`config.mk`:
```
export PLATFORM = sky130hd
export DESIGN_NAME = tge_tx_playback
export DESIGN_NICKNAME = d
export VERILOG_FILES = /design/src/rtl/tge_tx_playback.sv
export SDC_FILE = /design/constraint.sdc
export NUM_CORES = 1
export LEC_CHECK = 0
export ABC_AREA = 1
export CORE_MARGIN = 10
export CORE_UTILIZATION = 35
export DETAILED_ROUTE_END_ITERATION = 8
export GPL_ROUTABILITY_DRIVEN = 0
export PLACE_DENSITY = 0.64
export SLEW_MARGIN = 20
export SYNTH_ARGS = -nofsm -noshare
export SYNTH_HDL_FRONTEND = slang
export SYNTH_SLANG_ARGS = --single-unit
```
`constraint.sdc`:
```
create_clock -name clk -period 4.3 [get_ports clk]
set_input_delay 0.86 -clock clk [delete_from_list [all_inputs] [get_ports clk]]
set_output_delay 0.86 -clock clk [all_outputs]
set_load 0.02 [all_outputs]
```
`src/rtl/tge_tx_playback.sv`:
```
`default_nettype none
// ============================================================================
//  Module   : tge_tx_playback
//  Purpose  : Streams one frame from a 128-bit BRAM (port A) into the TGE TX
//             interface as 64-bit beats, low half first, with tx_afull
//             back-pressure, completion pulse, frame counter and sticky
//             overflow status.
//  Revision : 1.0  initial release
// ============================================================================
module tge_tx_playback #(
  parameter int ADDR_WIDTH = 13,
  parameter int LEN_WIDTH  = 14
) (
  input  logic                  clk,
  input  logic                  rst,
  input  logic                  start,
  input  logic [LEN_WIDTH-1:0]  num_words,
  input  logic [31:0]           dest_ip,
  input  logic [15:0]           dest_port,
  output logic                  busy,
  output logic                  done,
  output logic                  overflow_err,
  output logic [31:0]           frame_count,
  output logic                  bram_en_a,
  output logic [ADDR_WIDTH-1:0] bram_addr,
  input  logic [127:0]          bram_rd_data,
  output logic [63:0]           tx_data,
  output logic                  tx_valid,
  output logic                  tx_end_of_frame,
  output logic [31:0]           tx_dest_ip,
  output logic [15:0]           tx_dest_port,
  input  logic                  tx_afull,
  input  logic                  tx_overflow
);

  // State name tells which half of the current word was committed last.
  typedef enum logic [2:0] {
    ST_IDLE    = 3'd0,
    ST_FETCH   = 3'd1,
    ST_LOAD    = 3'd2,
    ST_SEND_LO = 3'd3,
    ST_SEND_HI = 3'd4,
    ST_FIN     = 3'd5
  } state_t;

  state_t                state_q, state_d;
  logic [LEN_WIDTH-1:0]  len_q, len_d;
  logic [LEN_WIDTH-1:0]  beat_q, beat_d;
  logic [63:0]           hold_hi_q, hold_hi_d;
  logic [63:0]           tx_data_q, tx_data_d;
  logic                  tx_valid_q, tx_valid_d;
  logic                  tx_eof_q, tx_eof_d;
  logic                  busy_q, busy_d;
  logic                  done_q, done_d;
  logic                  ovf_q, ovf_d;
  logic                  en_q, en_d;
  logic [ADDR_WIDTH-1:0] addr_q, addr_d;
  logic [31:0]           frame_count_q, frame_count_d;
  logic [31:0]           dest_ip_q, dest_ip_d;
  logic [15:0]           dest_port_q, dest_port_d;

  logic                  start_ok;
  logic                  last_beat;
  logic [LEN_WIDTH-1:0]  last_idx;
  logic [LEN_WIDTH-1:0]  lo_idx;
  logic                  commit_lo;

  assign start_ok  = start & ~busy_q & (num_words != '0);
  assign last_idx  = len_q - LEN_WIDTH'(1);
  assign last_beat = (beat_q == last_idx);
  // Index of the next beat to commit: 0 straight out of LOAD, else one past
  // the beat already on the outputs.
  assign lo_idx    = (state_q == ST_LOAD) ? '0 : beat_q + LEN_WIDTH'(1);

  // Next-state and next-output computation for the playback sequencer.
  always_comb begin
    state_d       = state_q;
    len_d         = len_q;
    beat_d        = beat_q;
    hold_hi_d     = hold_hi_q;
    tx_data_d     = tx_data_q;
    tx_valid_d    = 1'b0;
    tx_eof_d      = 1'b0;
    busy_d        = busy_q;
    done_d        = 1'b0;
    ovf_d         = ovf_q;
    en_d          = 1'b0;
    addr_d        = addr_q;
    frame_count_d = frame_count_q;
    dest_ip_d     = dest_ip_q;
    dest_port_d   = dest_port_q;
    commit_lo     = 1'b0;

    if (busy_q && tx_overflow) begin
      ovf_d = 1'b1;
    end

    case (state_q)
      ST_IDLE, ST_FIN: begin
        state_d = ST_IDLE;
        if (start_ok) begin
          state_d     = ST_FETCH;
          len_d       = num_words;
          dest_ip_d   = dest_ip;
          dest_port_d = dest_port;
          busy_d      = 1'b1;
          ovf_d       = 1'b0;
          en_d        = 1'b1;
          addr_d      = '0;
        end
      end
      ST_FETCH: begin
        state_d = ST_LOAD;
      end
      ST_LOAD: begin
        if (!tx_afull) begin
          commit_lo = 1'b1;
          state_d   = ST_SEND_LO;
        end
      end
      ST_SEND_LO: begin
        if (last_beat) begin
          state_d       = ST_FIN;
          busy_d        = 1'b0;
          done_d        = 1'b1;
          frame_count_d = frame_count_q + 32'd1;
        end else if (!tx_afull) begin
          // High half comes from the hold register; BRAM output may already
          // be showing the prefetched next word.
          tx_data_d  = hold_hi_q;
          tx_valid_d = 1'b1;
          beat_d     = lo_idx;
          tx_eof_d   = (lo_idx == last_idx);
          state_d    = ST_SEND_HI;
        end
      end
      ST_SEND_HI: begin
        if (last_beat) begin
          state_d       = ST_FIN;
          busy_d        = 1'b0;
          done_d        = 1'b1;
          frame_count_d = frame_count_q + 32'd1;
        end else if (!tx_afull) begin
          commit_lo = 1'b1;
          state_d   = ST_SEND_LO;
        end
      end
      default: begin
        state_d = ST_IDLE;
      end
    endcase

    // Low-half commit: send bram_rd_data[63:0], keep the high half for the
    // next beat, and prefetch the following word if it carries any beat.
    if (commit_lo) begin
      tx_data_d  = bram_rd_data[63:0];
      hold_hi_d  = bram_rd_data[127:64];
      tx_valid_d = 1'b1;
      beat_d     = lo_idx;
      tx_eof_d   = (lo_idx == last_idx);
      if (({1'b0, lo_idx} + (LEN_WIDTH+1)'(2)) < {1'b0, len_q}) begin
        en_d   = 1'b1;
        addr_d = ADDR_WIDTH'(lo_idx >> 1) + ADDR_WIDTH'(1);
      end
    end
  end

  // State and output registers with synchronous reset.
  always_ff @(posedge clk) begin
    if (rst) begin
      state_q       <= ST_IDLE;
      len_q         <= '0;
      beat_q        <= '0;
      hold_hi_q     <= '0;
      tx_data_q     <= '0;
      tx_valid_q    <= 1'b0;
      tx_eof_q      <= 1'b0;
      busy_q        <= 1'b0;
      done_q        <= 1'b0;
      ovf_q         <= 1'b0;
      en_q          <= 1'b0;
      addr_q        <= '0;
      frame_count_q <= '0;
      dest_ip_q     <= '0;
      dest_port_q   <= '0;
    end else begin
      state_q       <= state_d;
      len_q         <= len_d;
      beat_q        <= beat_d;
      hold_hi_q     <= hold_hi_d;
      tx_data_q     <= tx_data_d;
      tx_valid_q    <= tx_valid_d;
      tx_eof_q      <= tx_eof_d;
      busy_q        <= busy_d;
      done_q        <= done_d;
      ovf_q         <= ovf_d;
      en_q          <= en_d;
      addr_q        <= addr_d;
      frame_count_q <= frame_count_d;
      dest_ip_q     <= dest_ip_d;
      dest_port_q   <= dest_port_d;
    end
  end

  assign busy            = busy_q;
  assign done            = done_q;
  assign overflow_err    = ovf_q;
  assign frame_count     = frame_count_q;
  assign bram_en_a       = en_q;
  assign bram_addr       = addr_q;
  assign tx_data         = tx_data_q;
  assign tx_valid        = tx_valid_q;
  assign tx_end_of_frame = tx_eof_q;
  assign tx_dest_ip      = dest_ip_q;
  assign tx_dest_port    = dest_port_q;

endmodule
`default_nettype wire

```
==> impl_metrics.yaml, run 1 <==
clocking:
  cts_root_buf: "clkbuf_16"
  path_clk_slew_ns: 0.06
  hold_buffers: 0
  cts_sinks: 258
  h-tree-depth: 1
  cts_resized: 0
  postCtsSetupBuffers: 0
  clk_latency_ns: 0.55
  cts.path.max_buffers: 3
  cts_made_buffers: 29
  tritoncts: "done"
placement:
  hpwl_microns: 33500
  port_buffers: 357
  dp.cells: 2676
route:
  drtIter0Drc: 1180
  wl_per_cell_microns: 17.1
  num_vias: 13700
  drtPass1Iterations: 5
  via_per_inst: 4.99
  drtAntennaViolNets: 0
  drc: 0
  drt_wl_total_microns: 46900
outcome:
  status: "finished clean"
worst_setup_path:
  critPathBufInv: 4
  cp_common_cell: "nand2_1"
  critical_path.max_fanout: 17
  critical_path.top_delay_family: "simple AND/OR/NAND/NOR gates"
  path_class: "reg2reg"
  crit_path_top_delay_cell: "dfxtp_1"
  cp.required_ns: 4.78
  worstPathCellList: "nor2_1 > nand2_1 > nand2_1 > inv_1 > ha_1 > nand3_1 > nor2_1 > nand3_1 > nor2_1 > inv_1 > o21ai_0 > nand2_1 > inv_1 > ha_1 > nand2_1 > nor2_1 > a211o_1 > o2111ai_1 > buf_4 > nand3_4 > nand2_1 > nand2_1 > nor2_1"
  slowest_delay_ns: 0.39
  arrival_ns: 4.29
  critPathCaptureType: "flip-flop"
  crit_path_start_kind: "flip-flop"
grt:
  grt-ovfl-total: 0
  grt_use_total_pct: 19.5
  antenna_found_initial: 6
  grt_pass1_wl_microns: 71800
  first_global_vias: 12800
  grt_max_degree: 107
floorplan:
  io_pins: 358
  num_rows: 70
  start_util_pct: 35.5
  die_area_sq_um: 45300
  core_sq_um: 36600
  die_w_microns: 213
  die_h_microns: 213
synthesis:
  yosys_warnings: 0
  syn_avg_cell_area_sq_um: 6.71
  ys_ff_latch: 258
  seq_area_frac_synth_pct: 39.7
  synth_cells: 1938
  syn_nets: 2151
  syn_area_sq_um: 13000
  synth.distinct_cells: 40
pwr:
  p_sw_mw: 2.42
  power.internal_mw: 5.00
  switching_share_pct: 32.6
  p_per_area_nw_per_um2: 418
  clock_power_share_pct: 34.2
  p_comb_share_pct: 28.8
  irDropWorstVdd_uv: 256
  seq_power_share_pct: 37.0
  power_mw: 7.42
  p_leak_nw: 7.43
timing:
  clock_skew_ns: 0.0177
  finalSetupViolations: 0
  post-route-period-util_pct: 88.6
  slew_headroom_pct: 29.9
  tightest_slew_ns: 1.05
  hold_viol: 0
  period_minus_slack_ns: 3.81
  rsz0062_at_grt: "no"
  maxSlewViolCount: 0
  hold_ws_ns: 0.481
  finalSetupTns_ns: 0
  clock.fmax_mhz: 263
min_path:
  worst_hold_path_type: "reg2reg"
cells_and_area:
  area_delta_synth_final_pct: 36.6
  mostFrequentLayoutCell: "nand2_1"
  finalNetCount: 2452
  fillers: 3669
  final_cell_mix: "458 x nand2_1, 418 x nor2_1, 356 x clkdlybuf4s50_1"
  layout-drive-gt1-share_pct: 4.38
  instances_no_fill: 2736
run:
  maxCapViolations: 0
[path summary, 6_finish.rpt]
| kind | start | to | slack, ns | cells after the start |
|---|---|---|---|---|
| worst max-delay path | state_q[2] | bram_addr[7] | 0.49 | 23 |
| worst min-delay path | tx_dest_port[6] | tx_dest_port[6] | 0.48 | 2 |
| worst max register to register | state_q[2] | bram_addr[7] | 0.49 | 23 |
| worst min register to register | tx_dest_port[6] | tx_dest_port[6] | 0.48 | 2 |
[registers in the layout, summed over array words and instances (netlist names), 3 cells and up]
| signal | flops |
|---|---|
| hold_hi_q | 64 |
| tx_data | 64 |
| frame_count | 32 |
| tx_dest_ip | 32 |
| tx_dest_port | 16 |
| beat_q | 14 |
| len_q | 14 |
| bram_addr | 13 |
| state_q | 3 |
[power by group through the flow]
stage | clock [mW] | combinational (mW) | sequential [mW]
2_1_floorplan | 0 | 1.14 | 2.96
3_3_place_gp | 0 | 2.12 | 2.79
3_5_place_dp | 0 | 2.13 | 2.80
4_1_cts | 2.60 | 2.14 | 2.75
5_1_grt | 2.70 | 2.37 | 2.77
6_report | 2.54 | 2.14 | 2.75
[synthesized netlist by cell type (all sizes together)]
cell     count  area [sq um]
and3         2          12.5
a21oi      114           571
clkinv       3          11.3
o21a         2          15.0
xor2        30           263
a41oi        1          8.76
ha          18           225
a211o        1          8.76
o31ai        1          7.51
nand2      467          1790
nor4        13           111
buf         59           397
nor3b        5          37.5
nand4       40           250
inv        136           510
or2          2          12.5
o21ai       77           385
nand3b      69           518
o22ai        1          6.26
and2         1          6.26
nor2       429          1650
xnor2        6          52.6
clkbuf      43           161
a31oi        1          6.26
nor3        29           145
dfxtp      258          5160
nand3      128           668
o2111ai      2          17.5
[metrics by stage]
step                worst slack, ns  utilization (%)  instance area, sq um
finish                        0.492             48.5                 17800
global route                 0.0445             48.5                 17800
CTS                           0.556             48.5                 17700
detailed placement            0.576             45.8                 16800
global placement              0.738             45.8                 16800
floorplan                     0.941                -                 13000
[cells by family (layout without fill, tap and decap cells)]
family | count (synthesis) | after routing | synth area share [%]
buffers and inverters | 241 | 563 | 8.30
adder cells (fa/ha/maj) | 18 | 18 | 1.73
AO/OA/AOI/OAI | 200 | 200 | 7.89
flip-flops | 258 | 258 | 39.7
other | 0 | 8 | 0
AND/OR/NAND/NOR | 1185 | 1185 | 39.9
XOR/XNOR | 36 | 36 | 2.42
[final cells by class]
cell class	instances	area, sq um	area share (%)
antenna	8	20.0	0.113
multi-input combinational	1439	6770	38.1
clock buffer	42	875	4.92
sequential	258	5160	29.1
tap	468	586	3.30
inverter	139	524	2.95
timing repair buffer	372	3720	20.9
clock inverter	10	106	0.599
[per-layer routing]
layer	vias up	wire length, microns	track usage [%]
li1	6825	-	-
met1	6251	19600	24.4
met2	503	22300	32.9
met3	73	3710	4.11
met4	2	1260	6.15
met5	-	12	0
[worst register-to-register path, delay by kind of cell, from the launching register on]
| family | cells | cell delay [ns] |
|---|---|---|
| adders and majority gates | 2 | 0.44 |
| buffers and inverters | 4 | 0.45 |
| DFF | 1 | 0.39 |
| and+or+nand+nor | 14 | 1.86 |
| AOI/OAI and AO/OA | 3 | 0.61 |
Note: power is estimated with default switching activity, not from simulation.
==> run 2, diff against run 1 <==
Settings changed: GPL_TIMING_DRIVEN from default to 1.
==> results of run 2 <==
The final DEF is identical to that of run 1; final timing and power are the same.
==> run 3, diff against run 2 <==
Settings changed: MAX_ROUTING_LAYER from default to met4.
==> run 3 against run 2 <==
Hold slack about the same. Critical endpoint unchanged. Wire length hardly changed. Via count is 0.12% lower.
==> impl_metrics.yaml, run 3 (synthesized netlist as in run 1, its figures left out) <==
route:
  num_vias: 13600
  wl_per_cell_microns: 17.1
  drc: 0
  drtAntennaViolNets: 0
  drtPass1Iterations: 6
  drt_wl_total_microns: 46900
  drtIter0Drc: 1203
  via_per_inst: 4.98
cells_and_area:
  finalNetCount: 2452
  final_cell_mix: "458 x nand2_1, 418 x nor2_1, 356 x clkdlybuf4s50_1"
  instances_no_fill: 2737
  postLayoutCoreUtil_pct: 48.5
  area_delta_synth_final_pct: 36.6
  multiInputGateArea_sq_um: 6770
  design_area_sq_um: 17800
  regArea_sq_um: 5160
  mostFrequentLayoutCell: "nand2_1"
  fillers: 3671
  layout-drive-gt1-share_pct: 4.38
timing:
  hold_ws_ns: 0.480
  finalSetupViolations: 0
  maxSlewViolCount: 0
  tightest_slew_ns: 1.07
  slew_headroom_pct: 28.8
  finalSetupTns_ns: 0
  clock.fmax_mhz: 263
  period_minus_slack_ns: 3.80
  clock_skew_ns: 0.0193
  rsz0062_at_grt: "no"
  hold_viol: 0
  worst_slack_ns: 0.500
  post-route-period-util_pct: 88.4
worst_setup_path:
  r2r_start: "state_q[2]"
  critical_path.max_fanout: 17
  arrival_ns: 4.28
  path_class: "reg2reg"
  startpoint: "state_q[2]"
  crit_path_start_kind: "flip-flop"
  cp.required_ns: 4.78
  critPathCaptureType: "flip-flop"
min_path:
  worst_hold_path_type: "reg2reg"
  min_from: "tx_dest_port[6]"
clocking:
  tritoncts: "done"
  postCtsSetupBuffers: 0
  cts_made_buffers: 29
  cts_sinks: 258
  hold_buffers: 0
  h-tree-depth: 1
  clk_latency_ns: 0.56
  path_clk_slew_ns: 0.06
  cts.path.max_buffers: 3
  cts_resized: 0
  cts_root_buf: "clkbuf_16"
floorplan:
  io_pins: 358
  num_rows: 70
  start_util_pct: 35.5
  die_h_microns: 213
  die_area_sq_um: 45300
  die_w_microns: 213
  core_sq_um: 36600
grt:
  antenna_found_initial: 6
  first_global_vias: 12800
  grt_max_degree: 107
  grt_use_total_pct: 20.1
  grt_pass1_wl_microns: 71800
  grt-ovfl-total: 0
placement:
  hpwl_microns: 33500
  dpl_worst_slack_ns: 0.576
  port_buffers: 357
  placed_area_sq_um: 16800
  dp.cells: 2676
run:
  maxCapViolations: 0
pwr:
  p_leak_nw: 7.43
  p_per_area_nw_per_um2: 418
  irDropWorstVdd_uv: 257
  power_mw: 7.43
outcome:
  status: "finished clean"
==> run 3: changes by cell type in the layout (fill, tap and decap cells not counted), sizes merged <==
cell,previous run,this run
diode,8,9
==> run 3: cell type report <==
cell class	count	share of cell area, %
Sequential cell	258	29.1
Antenna cell	9	0.127
Inverter	139	2.95
Multi-Input combinational cell	1439	38.1
Tap cell	468	3.30
Clock buffer	42	4.92
Clock inverter	10	0.598
Timing Repair Buffer	372	20.9
==> run 3: layer usage <==
metal / track usage (%) / share of wire (%) / up-vias
li1: - / - / 6830
met1: 24.7 / 42 / 6240
met2: 32.8 / 48 / 502
met3: 4.03 / 7.6 / 66
met4: 6.15 / 2.7 / 0
met5: - / 0 / -
==> run 3: final timing paths <==
| path | endpoint | slack [ns] | cells past startpoint |
|---|---|---|---|
| worst min-delay path | tx_dest_port[6] | 0.48 | 2 |
| worst min register to register | tx_dest_port[6] | 0.48 | 2 |
| worst max register to register | bram_addr[7] | 0.50 | 19 |
| worst max-delay path | bram_addr[7] | 0.50 | 19 |
==> run 3: report_power, final <==
part / internal (mW) / switching [mW] / total, mW
sequential: 2.62 / 0.130 / 2.75
combinational: 0.868 / 1.27 / 2.14
clock: 1.52 / 1.02 / 2.54
total: 5.00 / 2.42 / 7.43
==> run 3: critical path: stages, from the launching register on <==
cell	delay, ns
dfxtp_1	0.39
nor2_1	0.07
nand2_1	0.32
inv_1	0.27
nor2_1	0.20
nand2_1	0.14
nor2_1	0.26
nand3_2	0.14
nor2_2	0.16
xor2_1	0.24
ha_1	0.30
nand2_1	0.09
nor2_1	0.04
a211o_1	0.25
o2111ai_1	0.22
buf_4	0.19
nand3_4	0.18
nand2_1	0.12
nand2_1	0.05
nor2_1	0.11
==> variant, RTL diff (config.mk and constraints of run 2) <==
`LEN_WIDTH`: 14 -> 10.
--- a/src/rtl/tge_tx_playback.sv
+++ b/src/rtl/tge_tx_playback.sv
@@ -11,3 +11,3 @@
   parameter int ADDR_WIDTH = 13,
-  parameter int LEN_WIDTH  = 14
+  parameter int LEN_WIDTH  = 10
 ) (
Interface: changed (resized num_words); port bits go from 358 to 354. The function was not compared with the original's and may differ.
==> variant against run 2 <==
- largest power group unchanged
- routed wire length down 11%
- global-route usage up 0.20 points
- power down 17%
- critical path depth down 4
- area after synthesis down 12%
- worst setup slack better by 0.26 ns
- clock power down 4%
- final area down 9.3%
- sequential cell count down 8
==> variant: results (changes against run 2) <==
[yosys]
synth.cells.most_frequent=sky130_fd_sc_hd__nand2_1, sky130_fd_sc_hd__dfxtp_1, sky130_fd_sc_hd__a21oi_1  ; was sky130_fd_sc_hd__nand2_1, sky130_fd_sc_hd__nor2_1, sky130_fd_sc_hd__dfxtp_1
syn_avg_cell_area_um2=6.960  ; was 6.711 µm²
synth_seq_area_share=0.4371  ; was 0.3971
synth.net_count=1850  ; was 2,151
netlist_top_cells_area=sky130_fd_sc_hd__dfxtp_1, sky130_fd_sc_hd__nand2_1, sky130_fd_sc_hd__a21oi_1  ; was sky130_fd_sc_hd__dfxtp_1, sky130_fd_sc_hd__nand2_1, sky130_fd_sc_hd__nor2_1

[place]
post-dp-hpwl_um=30060  ; was 33,470 µm
dp_slack_ns=0.1894  ; was 0.5764 ns
numPortBuffers=353  ; was 357
placement.cell_area_um2=15170  ; was 16,770 µm²
placed_cells_incl_taps=2365  ; was 2,676

[detailed_routing]
route.met2.wl_um=19130  ; was 22,300 µm
drt_wl_total_um=41850  ; was 46,870 µm

[global_route]
grt_pass1_vias=11530  ; was 12.81k
pin_count_of_the_biggest_net_entering_global_routing=137  ; was 107
grt.total_usage=0.1974  ; was 0.1954
grt.met3_usage=0.06777  ; was 0.04106
use_met2=0.3215  ; was 0.3289
grt_antenna_before_repair=3  ; was 6
grt_pass1_wl_um=65610  ; was 71,770 µm

[power_and_ir_drop]
power.static_leakage_nw=6.320  ; was 7.428 nW
pwr-share-comb=0.198  ; was 0.288
internal_power_mw=4.408  ; was 5.003 mW

[clock_network]
cts_sinks=250  ; was 258

[final_layout]
inserted_diodes=2  ; was 8
post_route_cells_drive_above_1_share=0.04405  ; was 0.04381
layout.clock.cell_area_share=0.05801  ; was 0.05521
final-nonclk-buf-share=0.2267  ; was 0.2094
layout-area-overhead-vs-synth_pct=40.73  ; was 36.61%
fill_cells=3233  ; was 3,669

[critical_path]
crit_arrival_ns=4.01  ; was 4.29 ns
critPathSlowestCell=sky130_fd_sc_hd__nand3_1  ; was sky130_fd_sc_hd__dfxtp_1
slowest_delay_ns=0.35  ; was 0.39 ns

[outcome]
run_status=finished, final reports clean  ; unchanged

[variant: cell types whose count changed after synthesis, sizes merged, moves of 19 or more]
| cell | change |
|---|---|
| nand3b | -69 |
| inv | -62 |
| a21oi | +79 |
| buf | -19 |
| nand4 | -31 |
| nor2 | -251 |
| nand2 | +82 |
[variant: worst paths after layout]
| path | end | start | slack (ns) |
|---|---|---|---|
| worst max register to register | bram_en_a | state_q[0] | 0.75 |
| worst min register to register | bram_addr[9] | bram_addr[9] | 0.45 |
| worst max-delay path | bram_en_a | state_q[0] | 0.75 |
| worst min-delay path | bram_addr[9] | bram_addr[9] | 0.45 |
[variant: cells by family (layout without fill, tap and decap cells)]
kind of cell / Yosys count / in the layout / synth area share
DFF: 250 / 250 / 0.4371
and+or+nand+nor: 904 / 904 / 0.3278
adders and majority gates: 14 / 14 / 0.01530
buffers and inverters: 164 / 494 / 0.06786
xor gates and xnor gates: 35 / 35 / 0.02677
other: 0 / 2 / 0
AOI/OAI and AO/OA: 278 / 278 / 0.1251
